<file path="src/rtl/maxpool_pkg.sv">
// Shared types and constants for the 2x2 stride-2 max-pool window sequencer.
package maxpool_pkg;

  localparam int LANES      = 4;
  localparam int WIN_CYCLES = 6;

  typedef enum logic [2:0] {
    IDLE  = 3'd0,
    RD0   = 3'd1,
    RD1   = 3'd2,
    RD2   = 3'd3,
    RD3   = 3'd4,
    CAPT  = 3'd5,
    WRITE = 3'd6,
    DONE  = 3'd7
  } state_t;

  // Bit offset of a lane inside the packed pool word.
  function automatic int lane_lsb(input int lane, input int shift);
    return lane << shift;
  endfunction

endpackage

</file>
<file path="src/rtl/maxpool_window_ctrl_if.sv">
// Bus between the window sequencer and its input SRAM, pool datapath and output SRAM.
interface maxpool_window_ctrl_if
  import maxpool_pkg::*;
#(
  parameter int bits       = 16,
  parameter int bits_shift = 4,
  parameter int addr_w     = 6,
  parameter int oaddr_w    = 4
);

  logic                             rd_en;
  logic [addr_w-1:0]                rd_addr;
  logic [bits-1:0]                  rd_data;
  logic [(LANES<<bits_shift)-1:0]   pool_data;
  logic                             pool_start;
  logic [bits-1:0]                  pool_result;
  logic                             wr_en;
  logic [oaddr_w-1:0]               wr_addr;
  logic [bits-1:0]                  wr_data;

  modport master (
    output rd_en, rd_addr, pool_data, pool_start, wr_en, wr_addr, wr_data,
    input  rd_data, pool_result
  );

  modport slave (
    input  rd_en, rd_addr, pool_data, pool_start, wr_en, wr_addr, wr_data,
    output rd_data, pool_result
  );

endinterface

</file>
<file path="src/rtl/maxpool_addr_gen.sv">
// Output-window row/column counters and the derived input/output SRAM addresses.
module maxpool_addr_gen #(
  parameter int img_w   = 8,
  parameter int img_h   = 8,
  parameter int addr_w  = 6,
  parameter int oaddr_w = 4
) (
  input  logic               clk_in,
  input  logic               rst_n,
  input  logic               clear,
  input  logic               advance,
  input  logic [1:0]         rd_idx,
  output logic [addr_w-1:0]  rd_addr,
  output logic [oaddr_w-1:0] wr_addr,
  output logic               last_win
);

  localparam int OW = img_w / 2;
  localparam int OH = img_h / 2;

  logic [oaddr_w-1:0] orow;
  logic [oaddr_w-1:0] ocol;
  logic               col_end;
  int                 row_i;
  int                 col_i;

  assign col_end  = (ocol == oaddr_w'(OW - 1));
  assign last_win = col_end && (orow == oaddr_w'(OH - 1));

  // Counters fold back to zero after the last window so they never overflow.
  always_ff @(posedge clk_in or negedge rst_n) begin
    if (!rst_n) begin
      orow <= '0;
      ocol <= '0;
    end else if (clear || (advance && last_win)) begin
      orow <= '0;
      ocol <= '0;
    end else if (advance) begin
      if (col_end) begin
        ocol <= '0;
        orow <= orow + oaddr_w'(1);
      end else begin
        ocol <= ocol + oaddr_w'(1);
      end
    end
  end

  // rd_idx bit 1 selects the lower row of the window, bit 0 the right column.
  always_comb begin
    row_i   = 2 * int'(orow) + int'(rd_idx[1]);
    col_i   = 2 * int'(ocol) + int'(rd_idx[0]);
    rd_addr = addr_w'(row_i * img_w + col_i);
    wr_addr = oaddr_w'(int'(orow) * OW + int'(ocol));
  end

endmodule

</file>
<file path="src/rtl/maxpool_window_ctrl.sv">
// Sequencer walking a feature map with a 2x2 stride-2 window feeding a 4-lane max-pool datapath.
// Optional macro MAXPOOL_WINDOW_CTRL_PERF_EN adds a saturating busy-cycle counter output.
module maxpool_window_ctrl
  import maxpool_pkg::*;
#(
  parameter int bits       = 16,
  parameter int bits_shift = 4,
  parameter int img_w      = 8,
  parameter int img_h      = 8,
  parameter int addr_w     = 6,
  parameter int oaddr_w    = 4
) (
  input  logic        clk_in,
  input  logic        rst_n,
  input  logic        start,
  output logic        busy,
  output logic        done,
`ifdef MAXPOOL_WINDOW_CTRL_PERF_EN
  output logic [31:0] perf_cycles,
`endif
  maxpool_window_ctrl_if.master bus
);

  state_t                         state;
  state_t                         state_nxt;
  logic                           rd_en;
  logic [1:0]                     rd_idx;
  logic                           pool_start;
  logic                           wr_en;
  logic                           cnt_clear;
  logic                           cnt_adv;
  logic                           cap_en;
  logic [1:0]                     cap_lane;
  logic                           last_win;
  logic [addr_w-1:0]              rd_addr_w;
  logic [oaddr_w-1:0]             wr_addr_w;
  logic [(LANES<<bits_shift)-1:0] pool_q;

  maxpool_addr_gen #(
    .img_w   (img_w),
    .img_h   (img_h),
    .addr_w  (addr_w),
    .oaddr_w (oaddr_w)
  ) u_addr_gen (
    .clk_in   (clk_in),
    .rst_n    (rst_n),
    .clear    (cnt_clear),
    .advance  (cnt_adv),
    .rd_idx   (rd_idx),
    .rd_addr  (rd_addr_w),
    .wr_addr  (wr_addr_w),
    .last_win (last_win)
  );

  always_ff @(posedge clk_in or negedge rst_n) begin
    if (!rst_n) state <= IDLE;
    else        state <= state_nxt;
  end

  // Each read's data lands one cycle later, so lane k is captured in the state after RDk.
  always_comb begin
    state_nxt  = state;
    busy       = 1'b0;
    done       = 1'b0;
    rd_en      = 1'b0;
    rd_idx     = 2'd0;
    pool_start = 1'b0;
    wr_en      = 1'b0;
    cnt_clear  = 1'b0;
    cnt_adv    = 1'b0;
    cap_en     = 1'b0;
    cap_lane   = 2'd0;
    case (state)
      IDLE: begin
        if (start) begin
          state_nxt = RD0;
          cnt_clear = 1'b1;
        end
      end
      RD0: begin
        busy = 1'b1; rd_en = 1'b1; rd_idx = 2'd0;
        state_nxt = RD1;
      end
      RD1: begin
        busy = 1'b1; rd_en = 1'b1; rd_idx = 2'd1;
        cap_en = 1'b1; cap_lane = 2'd0;
        state_nxt = RD2;
      end
      RD2: begin
        busy = 1'b1; rd_en = 1'b1; rd_idx = 2'd2;
        cap_en = 1'b1; cap_lane = 2'd1;
        state_nxt = RD3;
      end
      RD3: begin
        busy = 1'b1; rd_en = 1'b1; rd_idx = 2'd3;
        cap_en = 1'b1; cap_lane = 2'd2;
        state_nxt = CAPT;
      end
      CAPT: begin
        busy = 1'b1;
        cap_en = 1'b1; cap_lane = 2'd3;
        state_nxt = WRITE;
      end
      WRITE: begin
        busy = 1'b1; pool_start = 1'b1; wr_en = 1'b1; cnt_adv = 1'b1;
        state_nxt = last_win ? DONE : RD0;
      end
      DONE: begin
        done = 1'b1;
        state_nxt = IDLE;
      end
      default: state_nxt = IDLE;
    endcase
  end

  always_ff @(posedge clk_in or negedge rst_n) begin
    if (!rst_n) pool_q <= '0;
    else if (cap_en) pool_q[lane_lsb(int'(cap_lane), bits_shift) +: bits] <= bus.rd_data;
  end

  assign bus.rd_en      = rd_en;
  assign bus.rd_addr    = rd_en ? rd_addr_w : '0;
  assign bus.pool_data  = pool_q;
  assign bus.pool_start = pool_start;
  assign bus.wr_en      = wr_en;
  assign bus.wr_addr    = wr_en ? wr_addr_w : '0;
  assign bus.wr_data    = wr_en ? bus.pool_result : '0;

`ifdef MAXPOOL_WINDOW_CTRL_PERF_EN
  // Cleared on an accepted start, then counts busy cycles and sticks at all-ones.
  always_ff @(posedge clk_in or negedge rst_n) begin
    if (!rst_n)                            perf_cycles <= '0;
    else if (state == IDLE && start)       perf_cycles <= '0;
    else if (busy && perf_cycles != '1)    perf_cycles <= perf_cycles + 32'd1;
  end
`endif

endmodule

</file>
<file path="src/flat_wrapper.sv">
// flat-port wrapper written by rule: the top's interface ports become plain ports
module maxpool_window_ctrl_flat import maxpool_pkg::*;
#(
  parameter int bits       = 16,
  parameter int bits_shift = 4,
  parameter int img_w      = 8,
  parameter int img_h      = 8,
  parameter int addr_w     = 6,
  parameter int oaddr_w    = 4
)
  (clk_in, rst_n, start, busy, done, bus_rd_en, bus_rd_addr, bus_pool_data, bus_pool_start, bus_wr_en, bus_wr_addr, bus_wr_data, bus_rd_data, bus_pool_result);
  maxpool_window_ctrl_if #(.bits(bits), .bits_shift(bits_shift), .addr_w(addr_w), .oaddr_w(oaddr_w)) bus_i ();
  input  logic clk_in;
  input  logic rst_n;
  input  logic start;
  output logic busy;
  output logic done;
  output wire logic [$bits(bus_i.rd_en)-1:0] bus_rd_en;
  output wire logic [$bits(bus_i.rd_addr)-1:0] bus_rd_addr;
  output wire logic [$bits(bus_i.pool_data)-1:0] bus_pool_data;
  output wire logic [$bits(bus_i.pool_start)-1:0] bus_pool_start;
  output wire logic [$bits(bus_i.wr_en)-1:0] bus_wr_en;
  output wire logic [$bits(bus_i.wr_addr)-1:0] bus_wr_addr;
  output wire logic [$bits(bus_i.wr_data)-1:0] bus_wr_data;
  input wire logic [$bits(bus_i.rd_data)-1:0] bus_rd_data;
  input wire logic [$bits(bus_i.pool_result)-1:0] bus_pool_result;
  assign bus_rd_en = bus_i.rd_en;
  assign bus_rd_addr = bus_i.rd_addr;
  assign bus_pool_data = bus_i.pool_data;
  assign bus_pool_start = bus_i.pool_start;
  assign bus_wr_en = bus_i.wr_en;
  assign bus_wr_addr = bus_i.wr_addr;
  assign bus_wr_data = bus_i.wr_data;
  assign bus_i.rd_data = bus_rd_data;
  assign bus_i.pool_result = bus_pool_result;
  maxpool_window_ctrl #(.bits(bits), .bits_shift(bits_shift), .img_w(img_w), .img_h(img_h), .addr_w(addr_w), .oaddr_w(oaddr_w)) u_core (.clk_in(clk_in), .rst_n(rst_n), .start(start), .busy(busy), .done(done), .bus(bus_i));
endmodule
</file>
<file path="config.mk">
export PLATFORM = sky130hd
export DESIGN_NAME = maxpool_window_ctrl_flat
export DESIGN_NICKNAME = d
export VERILOG_FILES = /design/src/rtl/maxpool_pkg.sv /design/src/rtl/maxpool_window_ctrl_if.sv /design/src/rtl/maxpool_addr_gen.sv /design/src/rtl/maxpool_window_ctrl.sv /design/src/flat_wrapper.sv
export SDC_FILE = /design/constraint.sdc
export NUM_CORES = 1
export LEC_CHECK = 0
export BUFFER_PORTS_ARGS = -buffer_cell sky130_fd_sc_hd__buf_4
export CORE_UTILIZATION = 45
export DETAILED_ROUTE_END_ITERATION = 10
export PLACE_DENSITY = 0.73
export SYNTH_ARGS = -nofsm -noshare
export SYNTH_HDL_FRONTEND = slang
export SYNTH_HIERARCHICAL = 1
export SYNTH_SLANG_ARGS = --single-unit
</file>
<file path="constraint.sdc">
create_clock -name clk_in -period 3.5 [get_ports clk_in]
set_clock_uncertainty 0.1 [all_clocks]
set_input_delay 0.175 -clock clk_in [delete_from_list [all_inputs] [get_ports clk_in]]
set_output_delay 0.175 -clock clk_in [all_outputs]
set_load 0.01 [all_outputs]
</file>
; ---- Word-level counts from Yosys, hierarchy flattened
; Cells that the tools add are included.
[totals]
input_bits = 35
wordCells = 55
reg_bits = 75
output_inout_bits = 95
[op_classes]
shifts = 2
add_sub_neg = 7
n_eq_ne = 10
n_reduce_logical = 10
n_mux = 22
[ops]
columns = operator, count
row1 = 64-bit bitwise mux, 1
row2 = 16-bit by 33-bit variable shift with 64-bit output (first input constant), 1
row3 = 16-bit by 33-bit indexed part select with 64-bit output, 1
row4 = 6-bit negator with 33-bit output, 1
row5 = 4-bit 2-to-1 mux, 7
row6 = 3-bit case mux with 8 select lines, 1
row7 = 16-bit 2-to-1 mux, 1
row8 = 3-bit == test (second input constant), 4
row9 = 2-bit case mux with 3 select lines, 2
row10 = 4-bit by 1-bit adder with 4-bit output (second input constant), 2
row11 = 4-bit by 2-bit == test with 1-bit output (second input constant), 2
row12 = 4-bit OR reduction, 2
row13 = 1-bit 2-to-1 mux, 7
row14 = 5-bit by 1-bit adder with 6-bit output, 1
row15 = 6-bit adder, 1
row16 = 3-bit by 2-bit == test with 1-bit output (second input constant), 2
row17 = 3-bit 2-to-1 mux, 2
row18 = 6-bit 2-to-1 mux, 1
row19 = 6-bit OR reduction, 1
row20 = 4-bit adder, 1
row21 = 2-bit nonzero test, 2
row22 = 3-bit by 1-bit adder with 3-bit output, 1
row23 = 3-bit by 1-bit == test with 1-bit output (second input constant), 1
row24 = 3-bit zero test, 1
row25 = 4 further kinds, 5

; ---- Logic depth before layout (Yosys ltp)
; Gate-level depths: netlist (run 1).
[logic_depth]
word_depth = 6
mapped_depth = 10
ltp_nobuf = 8

; ---- Modules after synthesis
; Netlist (run 1), hierarchy kept.
[modules_own_cells]
columns = module, cells_each, instances, seq_area_each_um2, area_per_inst_um2
row1 = maxpool_window_ctrl, 278, 1, 1676.6, 2901.5
row2 = maxpool_addr_gen, 58, 1, 200.2, 570.5

; ---- Least setup slack after synthesis (run 1)
; No wires, ideal clock.
[synth_timing]
path_kind = register to register
start = register u_core.state[1]
end = register u_core.pool_q[38] (netlist: u_core/bus.pool_data[38])
setup_time_ps = 121
setup_slack_ps = 1392
path_stages_with_launch = 11
arrival_ps = 1888
n_path_buf = 4
period_less_slack_ps = 2108
required_ps = 3279
path_cell_list = dfrtp_1 -> buf_4 -> xor2_4 -> nand2_1 -> ha_1 -> buf_2 -> nor2_1 -> and4_4 -> buf_6 -> buf_6 -> a22o_1
[synth_via]
elab_chain_len = 5
word_cells_on_any_way = 11
classes_between = add/sub (1) / eq/ne (4) / shift (2) / mux (3) / reduce/logical (1)
[synth_lines]
columns = element, line
row1 = "start, declared", maxpool_window_ctrl.sv:24  ; state_t state;
row2 = "start signal, assigned", maxpool_window_ctrl.sv:57  ; else state <= state_nxt;
row3 = 3-bit == test or 3-bit by 2-bit == test with 1-bit output (tied branches), maxpool_window_ctrl.sv:73  ; case (state)
row4 = 2-bit case mux with 3 select lines, maxpool_window_ctrl.sv:73
row5 = 6-bit negator with 33-bit output, maxpool_window_ctrl.sv:118  ; else if (cap_en) pool_q[lane_lsb(int'(cap_lane), bits_shift) +: bits] <= bus.rd_data;
row6 = 16-bit by 33-bit indexed part select with 64-bit output or 16-bit by 33-bit variable shift with 64-bit output (tied branches), maxpool_window_ctrl.sv:118
row7 = 64-bit bitwise mux, maxpool_window_ctrl.sv:118
row8 = "end signal, assigned by index", maxpool_window_ctrl.sv:118
row9 = "end, declared", maxpool_window_ctrl.sv:37  ; logic [(LANES<<bits_shift)-1:0] pool_q;
; Parallel ways exist; a longest one is shown, timed or not.
; A chain may end at the register's enable or synchronous reset.

; ---- Worst setup path in the final report (run 1)
[layout_timing]
start = register u_core.state[2]
end = register u_core.pool_q[24] (netlist: u_core/bus.pool_data[24])
; Same word-level chain as after synthesis.

==> results of run 1 <==
-- report_power, final --
group | internal (mW) | leakage (nW) | switching (mW)
combinational | 0.676 | 1.36 | 0.780
clock | 0.268 | 0.0879 | 0.340
sequential | 1.10 | 1.01 | 0.197
-- cell usage after synthesis (2+ instances only) --
| cell type | count | share of area, % |
|---|---|---|
| nand2_1 | 72 | 7.8 |
| a21oi_1 | 4 | 0.58 |
| buf_4 | 9 | 1.9 |
| clkbuf_1 | 9 | 0.97 |
| nand3b_1 | 3 | 0.65 |
| nor2b_1 | 2 | 0.36 |
| and3_1 | 2 | 0.36 |
| o21ai_0 | 17 | 2.5 |
| buf_6 | 4 | 1.3 |
| buf_2 | 7 | 1.0 |
| and2_1 | 27 | 4.9 |
| dfrtp_1 | 75 | 54 |
| ha_1 | 7 | 2.5 |
| nand2b_1 | 2 | 0.36 |
| a21boi_0 | 2 | 0.43 |
| o21ai_1 | 16 | 2.3 |
| nor2_1 | 10 | 1.1 |
| a22o_1 | 32 | 8.1 |
| inv_1 | 9 | 0.97 |
| xnor2_1 | 5 | 1.3 |
-- metal layers --
layer / up-vias / GRT usage [%]
li1: 1397 / -
met1: 1372 / 32.1
met2: 102 / 35.4
met3: 6 / 4.57
met4: 0 / 6.69
met5: - / 0
-- path summary, 6_finish.rpt --
check	slack, ns	depth (start not counted)	end
max	0.78	6	u_core/bus.pool_data[24]$_DFFE_PN0P_
min	0.39	2	u_core/bus.pool_data[1]$_DFFE_PN0P_
max reg2reg	0.78	6	u_core/bus.pool_data[24]$_DFFE_PN0P_
min reg2reg	0.39	2	u_core/bus.pool_data[48]$_DFFE_PN0P_
max in group asynchronous	2.30	2	u_core/state[0]$_DFFE_PN0P_
min in group clk_in	0.39	2	u_core/bus.pool_data[48]$_DFFE_PN0P_
-- final cells by class --
type,instances,area (sq um),area share (%)
Clock buffer,9,124,2.60
Tap cell,99,124,2.60
Inverter,9,33.8,0.708
Clock inverter,7,61.3,1.29
Multi-Input combinational cell,223,1380,28.9
Timing Repair Buffer,150,1170,24.5
Sequential cell,75,1880,39.3
-- flip-flops by register name, indices dropped and copies added, names as in the netlist --
signal and flops:
u_core/u_addr_gen/orow 4, u_core/bus.pool_data 64, u_core/u_addr_gen/ocol 4, u_core/state 3
-- critical path: stages (launching register included) --
cell	delay, ns
dfrtp_1	0.60
xor2_4	0.23
nand2_1	0.13
ha_1	0.55
nor2_1	0.23
and4_1	0.59
a22o_1	0.24
-- kinds of logic (layout without fill, tap and decap cells) --
logic type,Yosys count,after routing,share of synthesized area [%]
adder cells (fa/ha/maj),8,8,3.10
buffers and inverters,38,175,6.20
multiplexers,1,1,0.432
AO/OA/AOI/OAI,78,78,15.5
flip-flops,75,75,54.1
XOR/XNOR,6,6,2.05
AND/OR/NAND/NOR,130,130,18.7
==> metrics.txt, run 1 <==
detailed placement HPWL=6.12 mm; total power=3.36 mW; Clock Latency Late Sink=0.34 ns; max-cap check violation count=0; CP endpoint kind=register; Hold-fix buffers, CTS=18; worst setup margin=0.783 ns; IO Pins=130; Mapped Nets=379; post-route insts no fill=572; Crit Path Category=reg -> reg; worst path required time=3.69 ns; Peak VDD IR=0.250 mV; core region area=7370 sq um; Die Wd=89.8 um; met2 wire length=4.17 mm; DR vias/cell=5.03; DRT Pass-1 Iters=4; Final GP Congestion=0.864; setup TNS=0 ns; Nets=511; placed instance area=4410 sq um; Initial Utilization=47.1%; synthesis-stage register bit count=75; fin util=64.7%; Root Buffer=clkbuf_8; commonest non-fill, non-tap cells in the layout=132 x buf_4, 75 x dfrtp_1, 72 x nand2_1, 32 x a22o_1, 27 x and2_1; Iteration-0 DRC Markers=143; synthesized instance count=336; WHS=0.386 ns; Site Rows=31; die area=8070 sq um; Design Area, Final=4770 sq um; Main synth FF type=dfrtp_1; vias post-DR=2,877; ANT cells=0; Critical Path Fanout Max=18; TritonCTS Sinks=75; top sig layer=met4; fin. max-slew vios=0; PwrDens=704 nW/um^2; GRT Util Overall=22.7%; Seq/Total Area, Yosys=54.1%; Data arrival, critical path=2.91 ns; outcome=finished, final reports clean; met3 WL=498 um; RSZ-0062 raised after global routing=no; Hold Vio Cnt, Final=0; Fill cells=610; M1 WL=3.89 mm; Synth Cell Area=3470 sq um; post_cts resized=0; layout cells sized above 1=32.8%; Final min period=2.72 ns; post-synth cell types=42; Clock transition at path regs=0.09 ns; CTS tree=yes; Post-CTS Setup Repair Bufs=0; Leakage=2.46 nW; Yosys warning count=6; Async SR Flop Fraction=100%; worst r2r src=u_core/state[2]$_DFFE_PN0P_; Area Growth Syn to Fin=37.4%; Max Freq=0.368 GHz; grt total ovfl=0; Post-synth EDFFs=0; relative slew slack=36.3%; ANT nets after route=0; cell count after placement=538; Die Y=89.8 um; port bufs=129; htree depth=3; worst slew pin tran=0.952 ns; worst slack at placement=0.865 ns; Synth Area per Inst=10.3 sq um; final setup fails=0; Max Root-Sink Buffers=2; Worst Setup SP=u_core/state[2]$_DFFE_PN0P_; Hold Path Class=in -> async; drt drc=0; TritonCTS buffer count=9; startpoint types=register; initial antenna violation count=0; most common cell after layout, fill and taps aside=buf_4; wire per inst=15.1 um; final period utilization=77.6%; drt total wl=8.61 mm; largest net degree at the start of global routing=76; first-pass GRT wire length=14.5 mm; vias in the first global route=2,817
Note: power is estimated with default switching activity, not from simulation.
==> run 2: changes to the inputs <==
Clock period 3.5 ns to 2.7 ns, I/O delays scaled along.
==> run 2 against run 1 <==
- non-clock buffer count increased by 3
- cell count rose by 0.52%
- largest power group unchanged
- clock power grew 28%
- sequential cell count unchanged
- critical path type is now reg -> out
- hold slack improved by 0.0029 ns
- die area stayed put
- power grew 30%
- worst setup slack worse by 0.60 ns
- sequential share of layout area decreased by 0.14 points
==> metrics.txt, run 2 (synthesized netlist as in run 1, its figures left out) <==
Final min period=2.51 ns; Die Wd=89.8 um; setup TNS=0 ns; DRT Pass-1 Iters=4; Max Root-Sink Buffers=2; Hold Path Class=in -> async; ANT cells=0; Area Growth Syn to Fin=38.0%; Cell Int Power=2.67 mW; Root Buffer=clkbuf_8; max-cap check violation count=0; CP endpoint kind=output port; fin. max-slew vios=0; startpoint types=register; drt total wl=8.73 mm; placed instance area=4430 sq um; worst path required time=2.47 ns; Design Area, Final=4790 sq um; CTS tree=yes; Clock transition at path regs=0.08 ns; layout cells sized above 1=33.4%; ANT nets after route=0; total power=4.37 mW; final period utilization=93.1%; flip-flop count of the largest register after layout=64; core region area=7370 sq um; outcome=finished, final reports clean; fin util=65.0%; Crit Path Category=reg -> out; Leakage=2.47 nW; Data arrival, critical path=2.28 ns; Comb pwr share=43.8%; IO Pins=130; commonest non-fill, non-tap cells in the layout=135 x buf_4, 74 x dfrtp_1, 72 x nand2_1, 32 x a22o_1, 27 x and2_1; drt drc=0; Hold Vio Cnt, Final=0; htree depth=3; first-pass GRT wire length=14.7 mm; worst slew pin tran=0.973 ns; sequential power share=38.4%; final setup fails=0; PwrDens=912 nW/um^2; vias in the first global route=2,906; worst r2r src=u_core/state[1]$_DFFE_PN0P_; Site Rows=31; port bufs=129; grt total ovfl=0; GRT Util Overall=22.8%; Peak VDD IR=0.403 mV; RSZ-0062 raised after global routing=no; Fill cells=588; Die Y=89.8 um; wire per inst=15.2 um; Critical Path Fanout Max=12; largest net degree at the start of global routing=76; TritonCTS Sinks=75; Final GP Congestion=0.849; vias post-DR=2,883; Nets=514; Worst Setup SP=u_core/state[1]$_DFFE_PN0P_; Clock Latency Late Sink=0.34 ns; die area=8070 sq um; initial antenna violation count=0; worst setup path endpoint=bus_rd_addr[5]; TritonCTS buffer count=9; most common cell after layout, fill and taps aside=buf_4; DR vias/cell=5.01; WHS=0.389 ns; R2R depth=7; Iteration-0 DRC Markers=99; Net Sw Frac=39.0%; Net Switching=1.71 mW; Worst R2R End=u_core/bus.pool_data[62]$_DFFE_PN0P_; Clk pwr share=17.8%; Max Freq=0.398 GHz; relative slew slack=35.1%; Initial Utilization=47.1%; register-to-register setup slack=0.45 ns; detailed placement HPWL=6.17 mm
run 2: cell count changes in the layout (fill, tap and decap cells not counted), sizes merged:
cell,before,now
buf,132,135
clkinv,3,1
inv,11,13
run 2: power groups by stage:
| stage | clock (mW) | combinational, mW | sequential [mW] |
|---|---|---|---|
| 5_1_grt | 0.862 | 2.10 | 1.73 |
| 3_3_place_gp | 0 | 1.85 | 1.68 |
| 3_5_place_dp | 0 | 1.89 | 1.69 |
| 2_1_floorplan | 0 | 1.08 | 1.72 |
| 6_report | 0.779 | 1.91 | 1.68 |
| 4_1_cts | 0.806 | 1.92 | 1.67 |
run 2: worst min path at each step:
| stage | startpoint | to | slack, ns | depth (start not counted) |
|---|---|---|---|---|
| 2_1_floorplan | rst_n | u_core/bus.pool_data[0]$_DFFE_PN0P_ | -0.26 | 0 |
| 3_3_place_gp | rst_n | u_core/bus.pool_data[19]$_DFFE_PN0P_ | 0.23 | 1 |
| 3_5_place_dp | rst_n | u_core/bus.pool_data[1]$_DFFE_PN0P_ | 0.23 | 1 |
| 4_1_cts | u_core/bus.pool_data[54]$_DFFE_PN0P_ | u_core/bus.pool_data[54]$_DFFE_PN0P_ | 0.39 | 2 |
| 5_1_grt | u_core/bus.pool_data[49]$_DFFE_PN0P_ | u_core/bus.pool_data[49]$_DFFE_PN0P_ | 0.42 | 2 |
| 6_report | rst_n | u_core/bus.pool_data[17]$_DFFE_PN0P_ | 0.39 | 2 |
run 2: worst max-delay path, stage by stage (launching register included):
cell and delay, ns:
dfrtp_1 0.54, nor2_1 0.27, a21o_1 0.17, ha_1 0.14, inv_1 0.05, fa_1 0.38, xnor2_1 0.13, and2_1 0.14
buf_4 0.14
run 2: area by class of cell:
class	count	area, sq um	area share, %
clock inverters	7	57.6	1.20
multi-input cells	223	1380	28.8
inverters	9	33.8	0.705
flip-flops and latches	75	1880	39.2
repair buffers	153	1190	24.9
clock buffers	9	124	2.59
well taps	99	124	2.59
run 2: routing by layer:
metal  GRT usage [%]  vias up  wire length (um)
met3            4.40       12               406
met5               0        -                 0
met1            31.2     1367              3960
met4            8.88        0               184
met2            36.0      100              4180
li1                -     1404                 -
run 2: per-stage QoR:
| stage | cells | setup slack, ns |
|---|---|---|
| floorplan | 336 | 0.592 |
| global placement | 541 | 0.493 |
| detailed placement | 541 | 0.436 |
| CTS | 575 | 0.0509 |
| global route | 575 | 0.0391 |
| finish | 575 | 0.187 |
run 2: what timing repair did:
action,CTS,global route
hold buffers,18,0
hold endpoints to repair,136,0
setup buffers,0,0
setup endpoints to repair,0,1
gates resized for setup,0,1
